### config.mk
export PLATFORM = sky130hd
export DESIGN_NAME = relu_backward_flat
export DESIGN_NICKNAME = d
export VERILOG_FILES = /design/src/rtl/relu_backward_pkg.sv /design/src/rtl/relu_backward_if.sv /design/src/rtl/relu_mask_buffer.sv /design/src/rtl/relu_backward.sv /design/src/flat_wrapper.sv
export SDC_FILE = /design/constraint.sdc
export NUM_CORES = 1
export LEC_CHECK = 0
export ABC_AREA = 1
export CORE_MARGIN = 8
export CORE_UTILIZATION = 58
export DETAILED_ROUTE_END_ITERATION = 10
export PLACE_DENSITY = 0.86
export SETUP_SLACK_MARGIN = 0.05
export SYNTH_ARGS = -nofsm -noshare
export SYNTH_HDL_FRONTEND = slang
export SYNTH_SLANG_ARGS = --single-unit
### constraint.sdc
create_clock -name clk -period 2.1 [get_ports clk]
set_input_delay 0.315 -clock clk [delete_from_list [all_inputs] [get_ports clk]]
set_output_delay 0.315 -clock clk [all_outputs]
set_load 0.02 [all_outputs]
### src/rtl/relu_backward_pkg.sv
// Fixed-point Q8.8 types and the saturating multiply shared by relu/relu_backward.
package fixedpoint;

    typedef logic signed [15:0] fixed_point_t;

    localparam int           FRAC_BITS = 8;
    localparam fixed_point_t FP_MAX    = 16'sh7FFF;
    localparam fixed_point_t FP_MIN    = 16'sh8000;

    // Q8.8 x Q8.8 -> Q16.16, arithmetic shift back to Q8.8, clamp to 16 bits.
    function automatic fixed_point_t multiply(input fixed_point_t a, input fixed_point_t b);
        logic signed [31:0] prod;
        logic signed [23:0] shifted;
        prod    = a * b;
        shifted = prod[31:FRAC_BITS];
        if (shifted > 24'sd32767)
            return FP_MAX;
        else if (shifted < -24'sd32768)
            return FP_MIN;
        else
            return fixed_point_t'(shifted[15:0]);
    endfunction

endpackage

### src/rtl/relu_backward_if.sv
// Forward capture, upstream gradient and downstream gradient streams.
interface relu_backward_if;
    import fixedpoint::*;

    logic         fwd_valid;
    logic         fwd_ready;
    fixed_point_t fwd_data;
    logic         fwd_last;
    logic         grad_in_valid;
    logic         grad_in_ready;
    fixed_point_t grad_in_data;
    logic         grad_out_valid;
    logic         grad_out_ready;
    fixed_point_t grad_out_data;
    logic         grad_out_last;
    logic         overflow;

    modport master (
        output fwd_valid, fwd_data, fwd_last, grad_in_valid, grad_in_data, grad_out_ready,
        input  fwd_ready, grad_in_ready, grad_out_valid, grad_out_data, grad_out_last, overflow
    );

    modport slave (
        input  fwd_valid, fwd_data, fwd_last, grad_in_valid, grad_in_data, grad_out_ready,
        output fwd_ready, grad_in_ready, grad_out_valid, grad_out_data, grad_out_last, overflow
    );

endinterface

### src/rtl/relu_mask_buffer.sv
// DEPTH x 1-bit sign-mask store: synchronous write, combinational read.
module relu_mask_buffer #(
    parameter int DEPTH = 64,
    parameter int PTR_W = $clog2(DEPTH)
) (
    input  logic             clk,
    input  logic             wr_en,
    input  logic [PTR_W-1:0] wr_addr,
    input  logic             wr_bit,
    input  logic [PTR_W-1:0] rd_addr,
    output logic             rd_bit
);

    logic [DEPTH-1:0] mask;

    // Contents are don't-care after reset, so no reset on the storage.
    always_ff @(posedge clk) begin
        if (wr_en)
            mask[wr_addr] <= wr_bit;
    end

    assign rd_bit = mask[rd_addr];

endmodule

### src/rtl/relu_backward.sv
// Leaky-ReLU backward pass: records z sign mask on the forward pass, then
// scales upstream gradients by LEAK wherever z was negative.
module relu_backward
    import fixedpoint::*;
#(
    parameter int           DEPTH = 64,
    parameter fixed_point_t LEAK  = 16'sh0018
) (
    input  logic           clk,
    input  logic           rst_n,
    relu_backward_if.slave bus
);

    localparam int PTR_W = $clog2(DEPTH);
    localparam int CNT_W = PTR_W + 1;

    typedef enum logic {CAPTURE, BACKWARD} state_t;

    state_t       state;
    logic [PTR_W-1:0] wr_ptr, rd_ptr;
    logic [CNT_W-1:0] n_cnt;
    logic         out_valid, out_last, ovf;
    fixed_point_t out_data;

    logic         fwd_fire, gin_ready, gin_fire, gout_fire;
    logic         at_depth, rd_is_last, mask_bit;
    fixed_point_t leaked;

    assign fwd_fire   = (state == CAPTURE) && bus.fwd_valid;
    assign gin_ready  = (state == BACKWARD) && (!out_valid || bus.grad_out_ready);
    assign gin_fire   = gin_ready && bus.grad_in_valid;
    assign gout_fire  = out_valid && bus.grad_out_ready;
    assign at_depth   = (wr_ptr == PTR_W'(DEPTH - 1));
    assign rd_is_last = ({1'b0, rd_ptr} == (n_cnt - CNT_W'(1)));
    assign leaked     = multiply(bus.grad_in_data, LEAK);

    relu_mask_buffer #(.DEPTH(DEPTH), .PTR_W(PTR_W)) u_mask (
        .clk     (clk),
        .wr_en   (fwd_fire),
        .wr_addr (wr_ptr),
        .wr_bit  (bus.fwd_data[15]),
        .rd_addr (rd_ptr),
        .rd_bit  (mask_bit)
    );

    // Pass sequencing, pointers, output register and sticky overflow.
    always_ff @(posedge clk or negedge rst_n) begin
        if (!rst_n) begin
            state     <= CAPTURE;
            wr_ptr    <= '0;
            rd_ptr    <= '0;
            n_cnt     <= '0;
            out_valid <= 1'b0;
            out_data  <= '0;
            out_last  <= 1'b0;
            ovf       <= 1'b0;
        end else begin
            case (state)
                CAPTURE: begin
                    if (fwd_fire) begin
                        wr_ptr <= wr_ptr + PTR_W'(1);
                        // Either fwd_last or a full buffer ends capture.
                        if (bus.fwd_last || at_depth) begin
                            state <= BACKWARD;
                            n_cnt <= {1'b0, wr_ptr} + CNT_W'(1);
                            if (!bus.fwd_last)
                                ovf <= 1'b1;
                        end
                    end
                end
                BACKWARD: begin
                    if (gout_fire)
                        out_valid <= 1'b0;
                    if (gin_fire) begin
                        out_valid <= 1'b1;
                        out_data  <= mask_bit ? leaked : bus.grad_in_data;
                        out_last  <= rd_is_last;
                        rd_ptr    <= rd_ptr + PTR_W'(1);
                    end
                    // Final gradient handed off: rewind for the next pass.
                    if (gout_fire && out_last) begin
                        state  <= CAPTURE;
                        wr_ptr <= '0;
                        rd_ptr <= '0;
                    end
                end
                default: state <= CAPTURE;
            endcase
        end
    end

    assign bus.fwd_ready      = (state == CAPTURE);
    assign bus.grad_in_ready  = gin_ready;
    assign bus.grad_out_valid = out_valid;
    assign bus.grad_out_data  = out_data;
    assign bus.grad_out_last  = out_last;
    assign bus.overflow       = ovf;

endmodule
### src/flat_wrapper.sv
// flat-port wrapper written by rule: the top's interface ports become plain ports
module relu_backward_flat import fixedpoint::*;
#(
    parameter int           DEPTH = 64,
    parameter fixed_point_t LEAK  = 16'sh0018
)
  (clk, rst_n, bus_fwd_valid, bus_fwd_data, bus_fwd_last, bus_grad_in_valid, bus_grad_in_data, bus_grad_out_ready, bus_fwd_ready, bus_grad_in_ready, bus_grad_out_valid, bus_grad_out_data, bus_grad_out_last, bus_overflow);
  relu_backward_if bus_i ();
  input  logic clk;
  input  logic rst_n;
  input wire logic [$bits(bus_i.fwd_valid)-1:0] bus_fwd_valid;
  input wire logic [$bits(bus_i.fwd_data)-1:0] bus_fwd_data;
  input wire logic [$bits(bus_i.fwd_last)-1:0] bus_fwd_last;
  input wire logic [$bits(bus_i.grad_in_valid)-1:0] bus_grad_in_valid;
  input wire logic [$bits(bus_i.grad_in_data)-1:0] bus_grad_in_data;
  input wire logic [$bits(bus_i.grad_out_ready)-1:0] bus_grad_out_ready;
  output wire logic [$bits(bus_i.fwd_ready)-1:0] bus_fwd_ready;
  output wire logic [$bits(bus_i.grad_in_ready)-1:0] bus_grad_in_ready;
  output wire logic [$bits(bus_i.grad_out_valid)-1:0] bus_grad_out_valid;
  output wire logic [$bits(bus_i.grad_out_data)-1:0] bus_grad_out_data;
  output wire logic [$bits(bus_i.grad_out_last)-1:0] bus_grad_out_last;
  output wire logic [$bits(bus_i.overflow)-1:0] bus_overflow;
  assign bus_i.fwd_valid = bus_fwd_valid;
  assign bus_i.fwd_data = bus_fwd_data;
  assign bus_i.fwd_last = bus_fwd_last;
  assign bus_i.grad_in_valid = bus_grad_in_valid;
  assign bus_i.grad_in_data = bus_grad_in_data;
  assign bus_i.grad_out_ready = bus_grad_out_ready;
  assign bus_fwd_ready = bus_i.fwd_ready;
  assign bus_grad_in_ready = bus_i.grad_in_ready;
  assign bus_grad_out_valid = bus_i.grad_out_valid;
  assign bus_grad_out_data = bus_i.grad_out_data;
  assign bus_grad_out_last = bus_i.grad_out_last;
  assign bus_overflow = bus_i.overflow;
  relu_backward #(.DEPTH(DEPTH), .LEAK(LEAK)) u_core (.clk(clk), .rst_n(rst_n), .bus(bus_i));
endmodule
After elaboration in Yosys (flattened, before gate mapping)
Cells that the tools add are included.
{"block": "op_classes", "add_sub_neg": 4, "n_mul": 1, "order_cmp": 5, "n_eq_ne": 4, "mux": 19, "bitwise_logic": 2, "reduce_logical": 17}
{"operator": "$bwmux 64", "count": 1}
{"operator": "$mux 16", "count": 3}
{"operator": "$gt 24x16->1 const B", "count": 1}
{"operator": "$lt 24x16->1 const B", "count": 1}
{"operator": "$mux 6", "count": 4}
{"operator": "$mul 16x3->19 const B", "count": 1}
{"operator": "$lt 6x7->1 const B", "count": 2}
{"operator": "$add 6x1->6 const B", "count": 2}
{"operator": "$pmux 6 s2", "count": 1}
{"operator": "$reduce_and 2->1", "count": 4}
{"operator": "$add 6x1->7 const B", "count": 1}
{"operator": "$eq 6x7->1", "count": 1}
{"operator": "$mux 1", "count": 7}
{"operator": "$sub 7x1->7 const B", "count": 1}
{"operator": "$bmux 1 s6", "count": 1}
{"operator": "$demux 1 s6", "count": 1}
{"operator": "$eq 6x6->1 const B", "count": 1}
{"operator": "$ge 6x1->1 const B", "count": 1}
{"operator": "$logic_and 1x1->1", "count": 6}
{"operator": "$reduce_and 4->1", "count": 1}
{"operator": "$reduce_bool 2->1", "count": 2}
{"operator": "$reduce_and 3->1", "count": 1}
{"operator": "$logic_or 1x1->1", "count": 2}
{"operator": "$ne 2x1->1 const B", "count": 1}
{"operator": "4 further kinds", "count": 5}
{"block": "totals", "regBits": 103, "elab_cells": 61}

Logic depth before layout (Yosys ltp)
Gate-level depths: netlist of run 1.
{"block": "depth", "depth_word": 6, "ltp_mapped": 14}

Cells and area by module
A second synthesis of run 1 with hierarchy kept.
{"block": "unflattened", "hier_cells": 718, "area_unflattened_um2": 6033.3}
{"mod": "relu_backward", "n_inst": 1, "cells_per_inst": 411, "area_per_inst_um2": 3019.1}
{"mod": "relu_mask_buffer", "n_inst": 1, "cells_per_inst": 307, "area_per_inst_um2": 3014.1}

Least setup slack after synthesis of run 1
OpenSTA, ideal clock, no wires.
{"block": "synth_path", "path_kind": "input port to flip-flop", "from": "in bus_grad_in_data[3]", "to": "reg u_core.out_data[12], in the netlist u_core.bus.grad_out_data[12]", "setup_time_ps": 117, "t_arrival_ps": 1914, "required_time_ps": 1983, "path_slack_ps": 69, "stages": 13, "n_path_buf": 0, "path_cell_list": "ha_1 -> ha_1 -> nand2_1 -> o21ai_0 -> nand2_1 -> nand2_1 -> nand2_1 -> nand3_1 -> nand2_1 -> nand3_1 -> nand2_1 -> nand2_1 -> nand2_1"}
{"block": "synth_via", "elab_chain_len": 5, "word_cells_on_any_way": 6}
{"element": "start, declared", "line_no": "flat_wrapper.sv:15", "rtl": "input wire logic [$bits(bus_i.grad_in_data)-1:0] bus_grad_in_data;"}
{"element": "$mul 16x3->19 (*)", "line_no": "relu_backward_pkg.sv:14", "rtl": "prod = a * b;"}
{"element": "$lt 24x16->1", "line_no": "relu_backward_pkg.sv:18", "rtl": "else if (shifted < -24'sd32768)"}
{"element": "$mux 16", "line_no": "relu_backward_pkg.sv:18"}
{"element": "$mux 16 (*)", "line_no": "relu_backward_pkg.sv:16", "rtl": "if (shifted > 24'sd32767)"}
{"element": "$mux 16 (*)", "line_no": "relu_backward.sv:76", "rtl": "out_data <= mask_bit ? leaked : bus.grad_in_data;"}
{"element": "end signal, assigned", "line_no": "relu_backward.sv:76"}
{"element": "end, declared", "line_no": "relu_backward.sv:23", "rtl": "fixed_point_t out_data;"}
Every way passes the cells marked *; elsewhere a longest branch is shown, timed or not.
A chain may end at the register's enable or synchronous reset.

Worst setup path after layout of run 1
{"block": "layout_path", "from": "reg u_core.rd_ptr[1]", "to": "reg u_core.out_data[6], in the netlist u_core.bus.grad_out_data[6]"}
{"block": "layout_via", "elab_chain_len": 3}
{"element": "start, declared", "line_no": "relu_backward.sv:20", "rtl": "logic [PTR_W-1:0] wr_ptr, rd_ptr;"}
{"element": "start signal, assigned", "line_no": "relu_backward.sv:78", "rtl": "rd_ptr <= rd_ptr + PTR_W'(1);"}
{"element": "$bmux 1 s6", "line_no": "relu_mask_buffer.sv:22", "rtl": "assign rd_bit = mask[rd_addr];"}
{"element": "$mux 1 (implied by the code)", "line_no": "relu_mask_buffer.sv:22"}
{"element": "$mux 16", "line_no": "relu_backward.sv:76"}
No other way between the ends. The select of a mux whose other input is x is not followed.

==> tab_implementation.tex, run 1 <==
\begin{tabular}{lr}
\hline
Metric & Value \\
\hline
\multicolumn{2}{l}{\textbf{Outcome}} \\
\quad Run status & finished clean \\
\multicolumn{2}{l}{\textbf{Synth}} \\
\quad Cells taking the most area after synthesis & sky130\_fd\_sc\_hd\_\_edfxtp\_1 (32\%), sky130\_fd\_sc\_hd\_\_dfrtp\_1 (16\%), sky130\_fd\_sc\_hd\_\_nand2\_1 (14\%) \\
\quad Synthesized cell area & between 6000 and 7000 sq um \\
\quad Sequential element share of the synthesized area & 48.2\% \\
\quad Number of synthesized flops with an enable pin & 64 \\
\quad Total of flip-flops plus latches after synthesis & between 100 and 150 \\
\quad Total of warnings raised by yosys & 0 \\
\quad Async set-reset flop share out of synthesis & between 30\% and 40\% \\
\quad Cell type with the largest total area after synthesis & sky130\_fd\_sc\_hd\_\_edfxtp\_1 \\
\quad Post-synthesis cell type count & 32 \\
\quad Most instantiated flip-flop cell in the synthesis netlist & sky130\_fd\_sc\_hd\_\_edfxtp\_1 \\
\quad Share of the synthesized area in the top cell type & 31.9\% \\
\quad Syn Nets & $\sim$800 \\
\quad Average size of a mapped cell & between 8 and 9 sq um \\
\quad Gate count after technology mapping & 731 \\
\multicolumn{2}{l}{\textbf{Power}} \\
\quad LEAKAGE & $\sim$3.3 nW \\
\quad Power consumption & just over 9 mW \\
\quad Switching Share & 45.5\% \\
\quad Switching power of the nets & about 4.2 mW \\
\quad Sequential Power Share & 30.8\% \\
\quad Internal power & $\sim$5.0 mW \\
\quad VDD IR max & 0.771 mV \\
\quad Clk network pwr share & 14.7\% \\
\quad Share of total power in combinational logic & around 55\% \\
\quad Power per cell area & 1220 nW/um\^{}2 \\
\multicolumn{2}{l}{\textbf{Floorplan}} \\
\quad Area of the core & 10200 sq um \\
\quad Boundary Pins & 59 \\
\quad Height of the die & approximately 120 um \\
\quad Number of cell rows & 37 \\
\quad Die footprint & between 10000 and 15000 sq um \\
\quad Floorplan die width & about 120 um \\
\quad Effective utilization at floorplan & between 50\% and 60\% \\
\multicolumn{2}{l}{\textbf{Place}} \\
\quad Routability Congestion & 0.927 \\
\quad HPWL after detailed placement & roughly 12000 um \\
\quad Buffers added on ports & between 40 and 50 \\
\multicolumn{2}{l}{\textbf{Global route}} \\
\quad Global-route wire length before repair & 27300 um \\
\quad Largest net degree at the start of global routing & 65 \\
\quad Initial antenna violation count & 1 \\
\quad Total overflow reported by the global router & 0 \\
\quad Via count of the first global-routing pass & between 5000 and 6000 \\
\quad Global routing usage summed across all routing layers & between 20\% and 30\% \\
\multicolumn{2}{l}{\textbf{Routing}} \\
\quad Per-cell via count in the routed design & about 6 \\
\quad Routed Antenna Nets & 0 \\
\quad Initial DRT Pass Iterations & 6 \\
\quad DRC violations left & 0 \\
\quad Final wirelength & 17500 um \\
\quad Count of vias placed by the detailed router & 5730 \\
\quad Average wire per standard cell & between 15 and 20 um \\
\quad Detailed Route Iter0 Violations & 734 \\
\multicolumn{2}{l}{\textbf{Setup path}} \\
\quad Number of gates on the worst path with buffers counted & 12 \\
\quad Startpoint Class & register \\
\quad Slowest cell on the critical path & sky130\_fd\_sc\_hd\_\_dfrtp\_2 \\
\quad Worst Reg-to-Reg Cells & 12 \\
\quad Buffer and inverter count on the worst path & 3 \\
\quad Cells along the critical path & buf\_4, clkinvlp\_4, nand3\_1, nand2\_1, nand2\_1, nand2\_1, nand3\_2, nand3\_4, buf\_4, nand3b\_1, nand3\_1, nand2\_1 \\
\quad FF-to-FF setup slack & about 0.11 ns \\
\quad Slowest Stage Delay on Critical Path & about 0.47 ns \\
\quad Critical Path Fanout Max & 6 \\
\quad Crit end category & register \\
\quad CP Data Required Time & $\sim$2.4 ns \\
\quad Cell mode on critical path & sky130\_fd\_sc\_hd\_\_nand2\_1 \\
\quad R2r startpoint & u\_core.rd\_ptr[1]\$\_DFFE\_PN0P\_ \\
\quad Data arrival time of the critical path & between 2 and 2.5 ns \\
\quad Classification of the worst setup path & register to register \\
\quad Cell family with the largest share of critical-path delay & simple AND/OR/NAND/NOR gates \\
\quad R2R Path End & u\_core.bus.grad\_out\_data[6]\$\_DFFE\_PN0P\_ \\
\multicolumn{2}{l}{\textbf{Clocking}} \\
\quad H-tree levels & 3 \\
\quad Total clock buffers created by CTS & 9 \\
\quad Clock network latency to the later pin of the worst-skew pair & between 0.3 and 0.4 ns \\
\quad CTS root buffer & sky130\_fd\_sc\_hd\_\_clkbuf\_8 \\
\quad TritonCTS sink count & between 100 and 150 \\
\quad Deepest clock path buffer count & 2 \\
\quad Clock transition at the register clock pins on the worst setup and hold paths after CTS & about 0.11 ns \\
\quad CTS tree & built \\
\multicolumn{2}{l}{\textbf{STA}} \\
\quad Slew HR & roughly 64\% \\
\quad Setup repair after global routing missed its margin & true \\
\quad Fin Setup TNS & 0 ns \\
\quad Share of the clock period used by the worst path after layout & a little over nine tenths \\
\quad Number of setup violations in the final report & 0 \\
\quad Fin Clk Skew & approximately 0.013 ns \\
\quad Transition time at the pin with the least slew margin & between 0.5 and 0.6 ns \\
\quad Final Max Tran Viols & 0 \\
\quad Post-layout min period & 1.99 ns \\
\quad Fmax & just over 500 MHz \\
\quad Hold violation total from the final report & 0 \\
\multicolumn{2}{l}{\textbf{Final layout}} \\
\quad FILL cells & 698 \\
\quad Utilization after layout & 74.1\% \\
\quad Area occupied by multi-input gates & 3080 sq um \\
\quad Highest-count cells in the layout ignoring fill and taps & sky130\_fd\_sc\_hd\_\_nand2\_1 (214), sky130\_fd\_sc\_hd\_\_nor2\_1 (107), sky130\_fd\_sc\_hd\_\_nand3\_1 (77) \\
\quad Share of cells above drive strength 1 & approximately 16\% \\
\quad Area added between synthesis and finish & 25.5\% \\
\quad Commonest non-fill, non-tap cell in the layout & sky130\_fd\_sc\_hd\_\_nand2\_1 \\
\quad \# nets final & approximately 900 \\
\quad Sequential Area & between 2000 and 3000 sq um \\
\multicolumn{2}{l}{\textbf{Job}} \\
\quad Max-capacitance violation count & 0 \\
\multicolumn{2}{l}{\textbf{Worst hold path}} \\
\quad Type of the worst min-delay path & input pin to asynchronous set/reset pin \\
\hline
\end{tabular}
power by group through the flow:
stage	logic, mW	registers [mW]	clock network [mW]
2_1_floorplan	2.85	2.94	0
3_3_place_gp	4.25	2.83	0
3_5_place_dp	4.42	2.85	0
4_1_cts	4.62	2.83	1.36
5_1_grt	5.43	2.88	1.43
6_report	5.04	2.84	1.35
what timing repair did:
| item | 4_1_cts | 5_1_grt |
|---|---|---|
| cloned | 1 | 1 |
| endpoints found under the setup margin | 16 | 17 |
| hold endpoints to repair | 39 | 0 |
| pin swaps | 10 | 6 |
| hold buffers | 1 | 0 |
| gates resized for setup | 44 | 24 |
| buffers inserted | 1 | 4 |
synth_stat cells, types with 6 or more instances:
master                     instances
sky130_fd_sc_hd__nand2_1         221
sky130_fd_sc_hd__xor2_1           10
sky130_fd_sc_hd__inv_1            50
sky130_fd_sc_hd__o21ai_0          19
sky130_fd_sc_hd__dfrtp_1          39
sky130_fd_sc_hd__nor2_1          107
sky130_fd_sc_hd__nand3b_1         15
sky130_fd_sc_hd__nand3_1          82
sky130_fd_sc_hd__ha_1             30
sky130_fd_sc_hd__a21oi_1          23
sky130_fd_sc_hd__buf_6             6
sky130_fd_sc_hd__o21bai_1          6
sky130_fd_sc_hd__buf_2             6
sky130_fd_sc_hd__edfxtp_1         64
sky130_fd_sc_hd__xnor2_1           8
per-stage QoR:
step | std cells | hold WS [ns] | area (sq um) | worst slack, ns
global placement | 944 | 0.309 | 6900 | -0.523
floorplan | 731 | 0.0194 | 6020 | 0.0690
CTS | 963 | 0.426 | 7370 | 0.0491
finish | 969 | 0.420 | 7550 | 0.110
detailed placement | 944 | 0.314 | 6900 | -0.527
global route | 969 | 0.438 | 7550 | 0.00306
flip-flops by register name, indices dropped and copies added (netlist names):
register / cells
u_core.u_mask.mask: 64
u_core.bus.grad_out_data: 16
u_core.n_cnt: 7
u_core.rd_ptr: 6
u_core.wr_ptr: 6
u_core.bus.grad_out_last: 1
u_core.bus.grad_out_valid: 1
u_core.bus.overflow: 1
u_core.state: 1
area by class of cell:
type	instances	share of cell area (%)
Antenna cell	1	0.0331
Clock buffer	9	1.64
Clock inverter	7	1.29
Inverter	53	2.72
Multi-Input combinational cell	553	40.8
Sequential cell	103	38.4
Tap cell	136	2.25
Timing Repair Buffer	106	12.8
Timing Repair inverter	1	0.0994
per-layer routing:
layer / vias up / global-route usage, % / wire length, um
met5: - / 0 / 0
met4: 0 / 14.3 / 754
met3: 87 / 4.56 / 1260
met2: 348 / 42.8 / 8890
met1: 2670 / 26.6 / 6550
li1: 2625 / - / -
worst max-delay path by stage:
stage | end | from
6_report | u_core.bus.grad_out_data[6]$_DFFE_PN0P_ | u_core.rd_ptr[1]$_DFFE_PN0P_
4_1_cts | u_core.bus.grad_out_data[14]$_DFFE_PN0P_ | bus_grad_in_data[11]
2_1_floorplan | u_core.bus.grad_out_data[12]$_DFFE_PN0P_ | bus_grad_in_data[3]
3_3_place_gp | u_core.bus.grad_out_data[7]$_DFFE_PN0P_ | bus_grad_in_data[7]
3_5_place_dp | u_core.bus.grad_out_data[14]$_DFFE_PN0P_ | bus_grad_in_data[9]
5_1_grt | u_core.bus.grad_out_data[14]$_DFFE_PN0P_ | bus_grad_in_data[7]
worst reg2reg max path: stages, from the launching register on:
cell and delay, ns:
sky130_fd_sc_hd__dfrtp_2 0.47, sky130_fd_sc_hd__buf_4 0.16, sky130_fd_sc_hd__clkinvlp_4 0.13, sky130_fd_sc_hd__nand3_1 0.10, sky130_fd_sc_hd__nand2_1 0.08, sky130_fd_sc_hd__nand2_1 0.08, sky130_fd_sc_hd__nand2_1 0.10, sky130_fd_sc_hd__nand3_2 0.13
sky130_fd_sc_hd__nand3_4 0.14, sky130_fd_sc_hd__buf_4 0.18, sky130_fd_sc_hd__nand3b_1 0.14, sky130_fd_sc_hd__nand3_1 0.12, sky130_fd_sc_hd__nand2_1 0.06
cells by family (layout without fill, tap and decap cells):
family,Yosys count,in the layout,synth area share (%)
AOI/OAI and AO/OA,61,61,5.53
xor gates and xnor gates,18,18,2.62
adders and majority gates,30,30,6.24
buffers and inverters,75,176,5.86
DFF,103,103,48.2
other,0,1,0
and+or+nand+nor,444,444,31.6
(Power assumes the default switching activity.)
==> inputs of run 2 (changes only) <==
CELL_PAD_IN_SITES_DETAIL_PLACEMENT = 2   (was not set)
CELL_PAD_IN_SITES_GLOBAL_PLACEMENT = 2   (was not set)
CORE_UTILIZATION = 35   (was 58)
SKIP_CTS_REPAIR_TIMING = 1   (was not set)
==> run 2 against run 1 <==
Net effect:
- final area up 11%
- critical path type is now input pin to register
- largest cell class unchanged
- the run now ends with negative setup slack left
- setup slack worse by 0.29 ns
- combinational power up 35%
==> tab_implementation.tex, run 2 (synthesis gave the netlist of run 1 again) <==
\begin{tabular}{lr}
\hline
Metric & Value \\
\hline
\multicolumn{2}{l}{\textbf{Outcome}} \\
\quad Run status & finished with violations \\
\quad Failing checks & negative setup slack \\
\multicolumn{2}{l}{\textbf{Setup path}} \\
\quad Slowest Stage Delay on Critical Path & 0.40 ns (-0.07 ns) \\
\quad Buffer and inverter count on the worst path & 1 (-2) \\
\quad Startpoint Class & input pin \\
\quad Data arrival time of the critical path & 2.58 ns (+0.32 ns) \\
\quad Crit end category & register \\
\quad Cell family with the largest share of critical-path delay & simple AND/OR/NAND/NOR gates \\
\quad Critical Path Fanout Max & 4 (-2) \\
\quad Classification of the worst setup path & input pin to register \\
\quad CP Data Required Time & 2.41 ns (+0.04 ns) \\
\quad Slowest cell on the critical path & sky130\_fd\_sc\_hd\_\_nor4\_2 \\
\quad Cells along the critical path & dlymetal6s2s\_1, ha\_1, ha\_4, nand2\_1, nor4\_2, nand2\_2, nand2\_1, nand2\_1, nand2\_2, nand3\_4, nand2\_1, nand2\_1, nand2\_2 \\
\quad Cell mode on critical path & sky130\_fd\_sc\_hd\_\_nand2\_1 \\
\multicolumn{2}{l}{\textbf{Floorplan}} \\
\quad Height of the die & 147 um (+25\%) \\
\quad Floorplan die width & 147 um (+25\%) \\
\quad Area of the core & 17100 sq um (+67\%) \\
\quad Boundary Pins & 59 (unchanged) \\
\quad Effective utilization at floorplan & 35.3\% (-24 points) \\
\quad Die footprint & 21600 sq um (+56\%) \\
\quad Number of cell rows & 48 (+30\%) \\
\multicolumn{2}{l}{\textbf{STA}} \\
\quad Setup repair after global routing missed its margin & true \\
\quad Fin Clk Skew & 0.0209 ns (+0.00770 ns) \\
\quad Transition time at the pin with the least slew margin & 0.607 ns (+0.0632 ns) \\
\quad Post-layout min period & 2.28 ns (+0.288 ns) \\
\quad Number of setup violations in the final report & 17 (+17) \\
\quad Fmax & 439 MHz (-13\%) \\
\quad Hold violation total from the final report & 0 (unchanged) \\
\quad Share of the clock period used by the worst path after layout & 108\% (+14 points) \\
\quad Post-route setup slack & -0.177 ns (-0.288 ns) \\
\quad Slew HR & 59.5\% (-4.2 points) \\
\quad Final Max Tran Viols & 0 (unchanged) \\
\multicolumn{2}{l}{\textbf{Final layout}} \\
\quad Register with the most flip-flops & u\_core.u\_mask.mask \\
\quad Area added between synthesis and finish & 39.3\% \\
\quad FILL cells & 1808 (+160\%) \\
\quad Utilization after layout & 49.1\% (-25 points) \\
\quad Highest-count cells in the layout ignoring fill and taps & sky130\_fd\_sc\_hd\_\_nand2\_1 (189), sky130\_fd\_sc\_hd\_\_nor2\_1 (105), sky130\_fd\_sc\_hd\_\_buf\_4 (86) \\
\quad Commonest non-fill, non-tap cell in the layout & sky130\_fd\_sc\_hd\_\_nand2\_1 \\
\quad \# nets final & 931 (+4.0\%) \\
\quad Flip-flop count of the largest register after layout & 64 (unchanged) \\
\quad Share of cells above drive strength 1 & 26.8\% (+11 points) \\
\quad Post-route insts no fill & 1094 (+13\%) \\
\multicolumn{2}{l}{\textbf{Routing}} \\
\quad Per-cell via count in the routed design & 5.77 (-2.5\%) \\
\quad Met1 routed wirelength after detailed routing & 11800 um (+81\%) \\
\quad Routed Antenna Nets & 0 (unchanged) \\
\quad Average wire per standard cell & 30.2 um (+68\%) \\
\quad Final wirelength & 33000 um (+89\%) \\
\quad Detailed Route Iter0 Violations & 501 (-32\%) \\
\quad Max layer used & met5 \\
\quad Initial DRT Pass Iterations & 4 (-2) \\
\quad DRC violations left & 0 (unchanged) \\
\quad WL met3 & 1430 um (+13\%) \\
\quad Met2 wire length & 17300 um (+95\%) \\
\quad Count of vias placed by the detailed router & 6310 (+10\%) \\
\multicolumn{2}{l}{\textbf{Clocking}} \\
\quad CTS root buffer & sky130\_fd\_sc\_hd\_\_clkbuf\_16 \\
\quad H-tree levels & 3 (unchanged) \\
\quad Clock network latency to the later pin of the worst-skew pair & 0.39 ns (about the same) \\
\quad TritonCTS sink count & 103 (unchanged) \\
\quad Clock transition at the register clock pins on the worst setup and hold paths after CTS & 0.10 ns (about the same) \\
\quad Deepest clock path buffer count & 2 (unchanged) \\
\quad CTS tree & built \\
\quad Total clock buffers created by CTS & 9 (unchanged) \\
\multicolumn{2}{l}{\textbf{Place}} \\
\quad DP Worst Slack & -0.787 ns (-0.260 ns) \\
\quad Routability Congestion & 0.849 (-8.4\%) \\
\quad HPWL after detailed placement & 17200 um (+48\%) \\
\quad Placed cell count & 1056 (+12\%) \\
\quad Buffers added on ports & 43 (unchanged) \\
\multicolumn{2}{l}{\textbf{Worst hold path}} \\
\quad Type of the worst min-delay path & input pin to asynchronous set/reset pin \\
\multicolumn{2}{l}{\textbf{Global route}} \\
\quad Initial antenna violation count & 2 (+1) \\
\quad Via count of the first global-routing pass & 6748 (+20\%) \\
\quad Largest net degree at the start of global routing & 65 (unchanged) \\
\quad Total overflow reported by the global router & 0 (unchanged) \\
\quad Global routing usage summed across all routing layers & 22.7\% (-1.6 points) \\
\quad Global-route wire length before repair & 38000 um (+39\%) \\
\multicolumn{2}{l}{\textbf{Power}} \\
\quad LEAKAGE & 3.69 nW (+12\%) \\
\quad Power consumption & 11.6 mW (+26\%) \\
\quad Power per cell area & 1390 nW/um\^{}2 (+14\%) \\
\quad VDD IR max & 0.996 mV (+29\%) \\
\multicolumn{2}{l}{\textbf{Job}} \\
\quad Max-capacitance violation count & 0 (unchanged) \\
\hline
\end{tabular}
run 2: final timing paths:
kind,slack (ns),startpoint,depth (start not counted),endpoint
setup / recovery,-0.18,bus_grad_in_data[8],13,u_core.bus.grad_out_data[15]$_DFFE_PN0P_
hold reg to reg,0.50,u_core.bus.grad_out_data[3]$_DFFE_PN0P_,2,u_core.bus.grad_out_data[3]$_DFFE_PN0P_
hold / removal,0.03,rst_n,2,u_core.rd_ptr[2]$_DFFE_PN0P_
setup reg to reg,-0.15,u_core.rd_ptr[0]$_DFFE_PN0P_,13,u_core.bus.grad_out_data[6]$_DFFE_PN0P_
min in group clk,0.41,bus_grad_in_data[2],4,u_core.bus.grad_out_data[2]$_DFFE_PN0P_
max in group asynchronous,1.65,rst_n,2,u_core.rd_ptr[0]$_DFFE_PN0P_
run 2: layout make-up:
cell class / instances / area, sq um / area share, %
inverter: 53 / 211 / 2.52
multi-input combinational: 553 / 3360 / 40.0
clock inverter: 7 / 76.3 / 0.910
antenna: 1 / 2.50 / 0.0299
clock buffer: 9 / 225 / 2.69
tap: 225 / 282 / 3.36
timing repair inverter: 1 / 7.51 / 0.0896
sequential: 103 / 2900 / 34.6
timing repair buffer: 142 / 1320 / 15.8
run 2: per-layer routing:
| layer | global-route usage (%) | vias to the layer above |
|---|---|---|
| met5 | 0 | - |
| met4 | 10.9 | 2 |
| met3 | 3.63 | 147 |
| met2 | 41.8 | 250 |
| met1 | 24.7 | 3222 |
| li1 | - | 2689 |
run 2: power by group:
part           internal (mW)  switching, mW
clock network          0.863           1.01
logic                   2.46           4.34
registers               2.50          0.464
run 2: metrics by stage:
stage / instance area (sq um) / hold WS (ns) / TNS [ns]
final: 8380 / 0.0284 / -1.23
after floorplan: 6020 / 0.0194 / 0
after global routing: 8380 / 0.0761 / -2.62
after CTS: 7480 / 0.0265 / -5.18
after global placement: 7180 / 0.412 / -7.04
after detailed placement: 7180 / 0.425 / -10.21
